--- src/rtl/instr_fetch_unit.sv ---
// Instruction fetch unit: owns the program counter, holds a word-aligned
// address to a combinational instruction memory for MEM_WAIT edges, captures
// the returned word into a one-entry buffer and hands it to decode over a
// valid/ready handshake. Taken branches/jumps redirect the PC, and a
// misaligned redirect target parks the unit in a sticky fault state.
module instr_fetch_unit #(
    parameter logic [31:0] RESET_PC = 32'h0000_0000,
    parameter int          MEM_WAIT = 2
) (
    input  logic        clk,
    input  logic        reset,
    output logic [31:0] imem_addr,
    input  logic [31:0] imem_rdata,
    output logic        instr_valid,
    input  logic        instr_ready,
    output logic [31:0] instr,
    output logic [31:0] instr_pc,
    input  logic        redirect_valid,
    input  logic [31:0] redirect_pc,
    output logic        fetch_fault,
    output logic [31:0] fault_addr
);

    typedef enum logic [1:0] {
        FETCH = 2'd0,
        HOLD  = 2'd1,
        FAULT = 2'd2
    } state_t;

    // Count value on which the memory word is considered settled.
    localparam logic [3:0] CNT_LAST = 4'(MEM_WAIT - 1);

    state_t      state;
    logic [31:0] pc;
    logic [3:0]  cnt;
    logic        buf_free;

    // The buffer can take a new word if it is empty or is being drained now.
    assign buf_free  = !instr_valid || instr_ready;

    // The PC register is the memory address; no logic in between.
    assign imem_addr = pc;

    // Fetch FSM: wait counting, buffer capture/handshake, redirect and fault.
    always_ff @(posedge clk) begin
        if (reset) begin
            state       <= FETCH;
            pc          <= RESET_PC;
            cnt         <= 4'd0;
            instr_valid <= 1'b0;
            instr       <= 32'h0;
            instr_pc    <= 32'h0;
            fetch_fault <= 1'b0;
            fault_addr  <= 32'h0;
        end else if (redirect_valid) begin
            // A redirect always flushes the buffer; any capture due is dropped.
            instr_valid <= 1'b0;
            cnt         <= 4'd0;
            if (redirect_pc[1:0] == 2'b00) begin
                pc          <= redirect_pc;
                fetch_fault <= 1'b0;
                state       <= FETCH;
            end else begin
                fetch_fault <= 1'b1;
                fault_addr  <= redirect_pc;
                state       <= FAULT;
            end
        end else begin
            case (state)
                FETCH: begin
                    if (cnt == CNT_LAST) begin
                        if (buf_free) begin
                            instr       <= imem_rdata;
                            instr_pc    <= pc;
                            instr_valid <= 1'b1;
                            pc          <= pc + 32'd4;
                            cnt         <= 4'd0;
                        end else begin
                            // Buffer full: keep the address (and thus the
                            // memory word) stable until decode drains it.
                            state <= HOLD;
                        end
                    end else begin
                        cnt <= cnt + 4'd1;
                        if (instr_ready) begin
                            instr_valid <= 1'b0;
                        end
                    end
                end
                HOLD: begin
                    if (instr_ready) begin
                        instr       <= imem_rdata;
                        instr_pc    <= pc;
                        instr_valid <= 1'b1;
                        pc          <= pc + 32'd4;
                        cnt         <= 4'd0;
                        state       <= FETCH;
                    end
                end
                FAULT: begin
                    instr_valid <= 1'b0;
                end
                default: begin
                    state       <= FETCH;
                    cnt         <= 4'd0;
                    instr_valid <= 1'b0;
                end
            endcase
        end
    end

endmodule

--- config.mk ---
export PLATFORM = sky130hd
export DESIGN_NAME = instr_fetch_unit
export DESIGN_NICKNAME = d
export VERILOG_FILES = /design/src/rtl/instr_fetch_unit.sv
export SDC_FILE = /design/constraint.sdc
export NUM_CORES = 1
export LEC_CHECK = 0
export ABC_AREA = 0
export BUFFER_PORTS_ARGS = -buffer_cell sky130_fd_sc_hd__clkbuf_2
export CORE_ASPECT_RATIO = 0.8
export CORE_UTILIZATION = 45
export CTS_BUF_LIST = sky130_fd_sc_hd__clkbuf_16
export DETAILED_ROUTE_END_ITERATION = 10
export HOLD_SLACK_MARGIN = 0.15
export PLACE_DENSITY_LB_ADDON = 0.12
export SYNTH_ARGS = -nofsm -noshare
export SYNTH_HDL_FRONTEND = slang
export SYNTH_SLANG_ARGS = --single-unit
--- constraint.sdc ---
create_clock -name clk -period 6.83 [get_ports clk]
set_input_delay 0.683 -clock clk [delete_from_list [all_inputs] [get_ports clk]]
set_output_delay 0.683 -clock clk [all_outputs]
set_load 0.05 [all_outputs]
## Word level (Yosys, flattened, before mapping)

Cells that the tools add are included.

- Register bits: 136
- Bits in latches: 0
- Bits in writable memories: 0
- Memory bits (read-only): 0
- Bits of input ports: 68
- Output and inout port bits: 130
- Logic and storage cells: 70
- Memories: 0

- Add/subtract/negate cells: 2
- Multipliers: 0
- Div/mod/pow operators: 0
- Magnitude comparators: 0
- Equal/unequal tests: 14
- Shifts and indexed selects: 0
- Muxes and demuxes: 30
- Bitwise logic cells: 3
- Reduce and logical (&&, ||, !) cells: 13

Operator list:

| cell | number |
|---|---|
| $mux W32 | 11 |
| $pmux W32 S2 | 3 |
| $add A32 B3 Y32 const B | 1 |
| $ne A3 B3 Y1 const B | 6 |
| $mux W4 | 3 |
| $pmux W4 S3 | 1 |
| $mux W2 | 5 |
| $reduce_and A5 Y1 | 2 |
| $ne A2 B2 Y1 const B | 4 |
| $pmux W2 S3 | 1 |
| $reduce_and A3 Y1 | 2 |
| $mux W1 | 5 |
| $add A4 B1 Y4 const B | 1 |
| $eq A4 B1 Y1 const B | 1 |
| $logic_not A2 Y1 | 2 |
| $reduce_and A4 Y1 | 1 |
| $not A1 Y1 | 3 |
| $reduce_bool A3 Y1 | 1 |
| $eq A2 B1 Y1 const B | 1 |
| $eq A2 B2 Y1 const B | 1 |
| $ne A2 B1 Y1 const B | 1 |
| $pmux W1 S2 | 1 |
| $reduce_and A2 Y1 | 1 |
| $reduce_bool A2 Y1 | 1 |
| other kinds (3) | 3 |

## Longest topological paths before layout

- Depth in word-level cells: 6
- Gate-level depth with buffers: 10

## Worst setup path before layout

No wires, ideal clock.

- Path kind: reg-to-reg
- Start: register pc[2] (netlist: imem_addr[2])
- End: register pc[30] (netlist: imem_addr[30])
- Setup time: 0.074 ns
- Arrival time: 2.570 ns
- Data required time: 6.756 ns
- Path slack: 4.186 ns
- Stages on the path, launching flop included: 7
- Path buffers: 0
- Period minus slack after synthesis: 2.644 ns
- Cell sequence: dfxtp_1 > ha_1 > nand3_1 > or4_1 > or4_1 > or4_1 > a31oi_1

- Word-level cells in the longest chain between the ends: 5
- Elaborated cells between the ends (all ways): 6
- Those cells by class: 1 x add/sub; 5 x mux

Ends and longest elaborated chain:

| element | line | RTL |
|---|---|---|
| from (decl) | 34 | `logic [31:0] pc;` |
| from (signal assigned) | 60 | `pc <= redirect_pc;` |
| from (signal assigned) | 76 | `pc <= pc + 32'd4;` |
| from (signal assigned) | 95 | `pc <= pc + 32'd4;` |
| $add A32 B3 Y32 (*) | 76, 95 |  |
| $mux W32 | 72 | `if (buf_free) begin` |
| $mux W32 | 71 | `if (cnt == CNT_LAST) begin` |
| $pmux W32 S2 (*) | 69 | `case (state)` |
| $mux W32 (*) | 55 | `end else if (redirect_valid) begin` |

Every way passes the cells marked *; elsewhere a longest branch is shown, timed or not. The select of a mux whose other input is x is not followed.
A chain may end at the register's enable or synchronous reset.

## Final worst setup path

- Start: input port redirect_valid
- End: register pc[8] (netlist: imem_addr[8])

- Word-level cells in the longest chain between the ends: 2
- Elaborated cells between the ends (all ways): 7
- Those cells by class: 4 x eq/ne; 1 x mux; 2 x reduce/logical

Ends and longest elaborated chain:

| element | line | RTL |
|---|---|---|
| from (decl) | 18 | `input logic redirect_valid,` |
| $ne A3 B3 Y1 (no line), or another cell as far along | n/a |  |
| $reduce_and A5 Y1 (no line) | n/a |  |

Several ways; a longest one is shown, not always the timed one.

==> summary.txt <==
Job
  – Max-cap viol count: 0

STA
  – Slew Viols, Final: 0
  – Slew of the pin with the lowest slew margin: 1.22 ns
  – Final setup fails: 0
  – FMAX: 302 MHz
  – Rel. slew slack: 18.6%
  – Worst Skew: 0.00701 ns
  – Setup TNS: 0 ns
  – Final Hold Vio Count: 0
  – Tcrit/Tclk final: 48.5%
  – RSZ-0062 raised after global routing: false
  – Post-layout min period: 3.31 ns

Floorplanning
  – IO Count: 198
  – Die area: 13,100 um2
  – Row count: 36
  – Initial Utilization: 46.5%
  – Die height: 103 um
  – Die extent in x: 128 um
  – CORE AREA: 12,300 um2

Global route
  – Tot GR Track Use: 25.9%
  – GRT overflow: 0
  – Largest net degree at the start of global routing: 89
  – Vias in the first global route: 5,231
  – Antenna violations before repair: 0
  – Global-route wire length before repair: 26,800 um

Yosys
  – XOR/XNOR share of the synthesized area: 0%
  – Post-synthesis adder-cell area fraction: 0.658%
  – Number of synthesized flops with an enable pin: 0
  – Synth Area in Simple Gates: 27.0%
  – Mean post-synth cell area: 7.89 um2
  – Post-Syn Nets: 794
  – Mapped Cells: 723
  – Seq cells post-synth: 136
  – Ys Warns: 0
  – Synth Area in Compound Gates: 19.0%
  – Sequential element share of the synthesized area: 47.7%
  – Largest family of logic cells by synthesized area: simple AND/OR/NAND/NOR gates
  – Mapped cell area: 5700 um2
  – Most used DFF post-synth: dfxtp_1
  – Post-synthesis mux area share: 1.23%
  – Number of distinct library cells after synthesis: 55
  – Post-synthesis async set-or-reset flop share: 0%

Min path
  – Beginning of the worst hold path: fault_addr[19]$_SDFFE_PP0P_
  – Worst min path class: reg -> reg
  – Hold depth: 2
  – Min-Delay Endpoint: fault_addr[19]$_SDFFE_PP0P_

Setup path
  – Cells on worst reg2reg path: 7
  – R2r setup slk: 3.68 ns
  – Required time of the critical path: 7.16 ns
  – Slowest CP cell: or2_1
  – Worst path cell trace: clkbuf_2, nor2_1, a21oi_1, or2_1, a22oi_1, o22ai_1
  – Crit. End Element: flip-flop
  – CP peak stage delay: 1.03 ns
  – Crit path launch type: primary input
  – Worst Path Arrival: 3.64 ns
  – Critical R2R Capture: imem_addr[21]$_SDFFE_PP0P_
  – Reg-to-Reg Start: cnt[0]$_SDFFE_PP0P_
  – WS Path Type: in -> reg
  – Crit Path Max Fanout: 35

Clock network
  – CTS tree: yes
  – Clk root buf: clkbuf_16
  – Post-CTS Setup Inserts: 0
  – Clock Tree Buf Depth: 2
  – CTS HTree Levels: 4
  – Clk slew on worst S/H paths: 0.06 ns
  – CTS resizes: 0
  – CTS buffer count: 17
  – Sink Count: 136
  – Clk_lat worst skew: 0.41 ns
  – Hold_buf cts: 0

Routing
  – Routed wire length: 17,000 um
  – Detail Route Antenna Nets: 0
  – Via count: 5,930
  – Via density: 5.53
  – DRC Markers: 0
  – Avg WL per Cell: 15.9 um
  – DR iter-0 viols: 470
  – Total iterations of the first detailed-routing run: 5

Pwr
  – Lkg Pwr: 2.95 nW
  – P per Cell Area: 286 nW/um2
  – Worst VDD drop: 0.191 mV

Final layout
  – Design area: 7360 um2
  – Final #Nets: 960
  – Layout cell share with drive strength beyond 1: 27.4%
  – Area delta synth->final: 29.0%
  – Diodes inserted: 0

Place
  – Post-DP Area: 6730 um2
  – Placer Congestion: 0.899
  – PortBufs: 197
  – DP HPWL: 11,800 um

Status
  – Outcome: complete, no violations
[kinds of logic (layout without fill, tap and decap cells)]
family | Yosys count | in the layout
adders and majority gates | 3 | 3
AOI/OAI and AO/OA | 184 | 184
muxes | 7 | 7
and+or+nand+nor | 332 | 332
DFF | 136 | 136
buffers and inverters | 61 | 239
[final cells by class]
cell class / instances / area (um2)
Clock buffer: 17 / 425
Clock inverter: 14 / 205
Fill cell: 1117 / 4890
Inverter: 5 / 18.8
Multi-Input combinational cell: 526 / 2740
Sequential cell: 136 / 2720
Tap cell: 171 / 214
Timing Repair Buffer: 203 / 1030
[worst max path at each step]
stage	endpoint	depth (start not counted)	slack, ns	start
final	imem_addr[8]$_SDFFE_PP0P_	6	3.52	redirect_valid
after CTS	imem_addr[30]$_SDFFE_PP0P_	6	3.65	redirect_valid
after global routing	imem_addr[30]$_SDFFE_PP0P_	6	3.29	redirect_valid
after floorplan	imem_addr[30]$_SDFFE_PP0P_	6	4.19	imem_addr[2]$_SDFFE_PP0P_
after detailed placement	imem_addr[30]$_SDFFE_PP0P_	6	3.21	redirect_valid
after global placement	imem_addr[21]$_SDFFE_PP0P_	6	3.33	redirect_valid
[flip-flops by register name, summed over array words and instances, names as in the netlist]
name / count
state: 2
instr_pc: 32
instr: 32
fault_addr: 32
instr_valid: 1
fetch_fault: 1
cnt: 4
imem_addr: 32
[critical path: cells and delay by family]
| family | cells | cell delay [ns] |
|---|---|---|
| buffers and inverters | 1 | 0.53 |
| and+or+nand+nor | 2 | 1.20 |
| AOI/OAI and AO/OA | 3 | 1.22 |
[cells in the mapped netlist, types with 3 or more instances]
cell / instances / area share [%]
a21oi_1: 116 / 10
or4_1: 14 / 1.8
and3_1: 3 / 0.33
nor2_1: 18 / 1.2
clkbuf_1: 46 / 3.0
or2_2: 3 / 0.33
mux2i_1: 7 / 1.2
dfxtp_1: 136 / 48
o21a_1: 3 / 0.39
or3_1: 5 / 0.55
nor3_1: 11 / 0.97
and4_1: 3 / 0.46
nor4_1: 11 / 1.2
nor2b_1: 4 / 0.44
inv_1: 5 / 0.33
a211oi_1: 3 / 0.39
nand4_1: 6 / 0.66
nand3_1: 17 / 1.5
nand2_1: 216 / 14
a31oi_1: 11 / 1.2
o21bai_1: 3 / 0.39
o22ai_1: 10 / 1.1
and2_1: 4 / 0.44
buf_2: 5 / 0.44
a222oi_1: 4 / 0.70
a22oi_1: 17 / 2.2
ha_1: 3 / 0.66
nand2b_1: 3 / 0.33
[per-layer routing]
| layer | track usage (%) | up-vias | part of all wire, % |
|---|---|---|---|
| li1 | - | 2882 | - |
| met2 | 41.7 | 243 | 47 |
| met4 | 7.78 | 0 | 1.3 |
| met5 | 0 | - | 0 |
| met3 | 6.85 | 21 | 7.7 |
| met1 | 34.3 | 2784 | 44 |
[cell usage in the layout (no fill, tap or decap), types with 4 or more instances in the layout]
cell type  count
nand2_1      216
clkbuf_2     196
dfxtp_1      136
a21oi_1      116
nor2_1        17
nand3_1       17
a22oi_1       17
clkbuf_16     17
or4_1         14
nor3_1        11
a31oi_1       11
nor4_1        11
o22ai_1       10
mux2i_1        7
buf_4          7
nand4_1        6
inv_1          5
bufinv_16      5
and2_1         4
nor2b_1        4
or3_1          4
a222oi_1       4
[where the power goes]
group          internal [W]  switching, W
registers          0.000822     0.0000353
clock network      0.000642      0.000345
logic             0.0000664      0.000194
total               0.00153      0.000574
[metrics by stage]
| step | setup slack (ns) | util [%] | hold slack, ns | cells | power, W |
|---|---|---|---|---|---|
| final | 3.52 | 60.1 | 0.453 | 1072 | 0.00211 |
| after global routing | 3.29 | 60.1 | 0.463 | 1072 | 0.00218 |
| after CTS | 3.65 | 60.1 | 0.454 | 1072 | 0.00212 |
| after detailed placement | 3.21 | 54.9 | 0.446 | 1041 | 0.00113 |
| after global placement | 3.33 | 54.9 | 0.441 | 1041 | 0.00113 |
| after floorplan | 4.19 | - | 0.506 | 723 | 0.00105 |
Power figures use the tool's default switching activity.
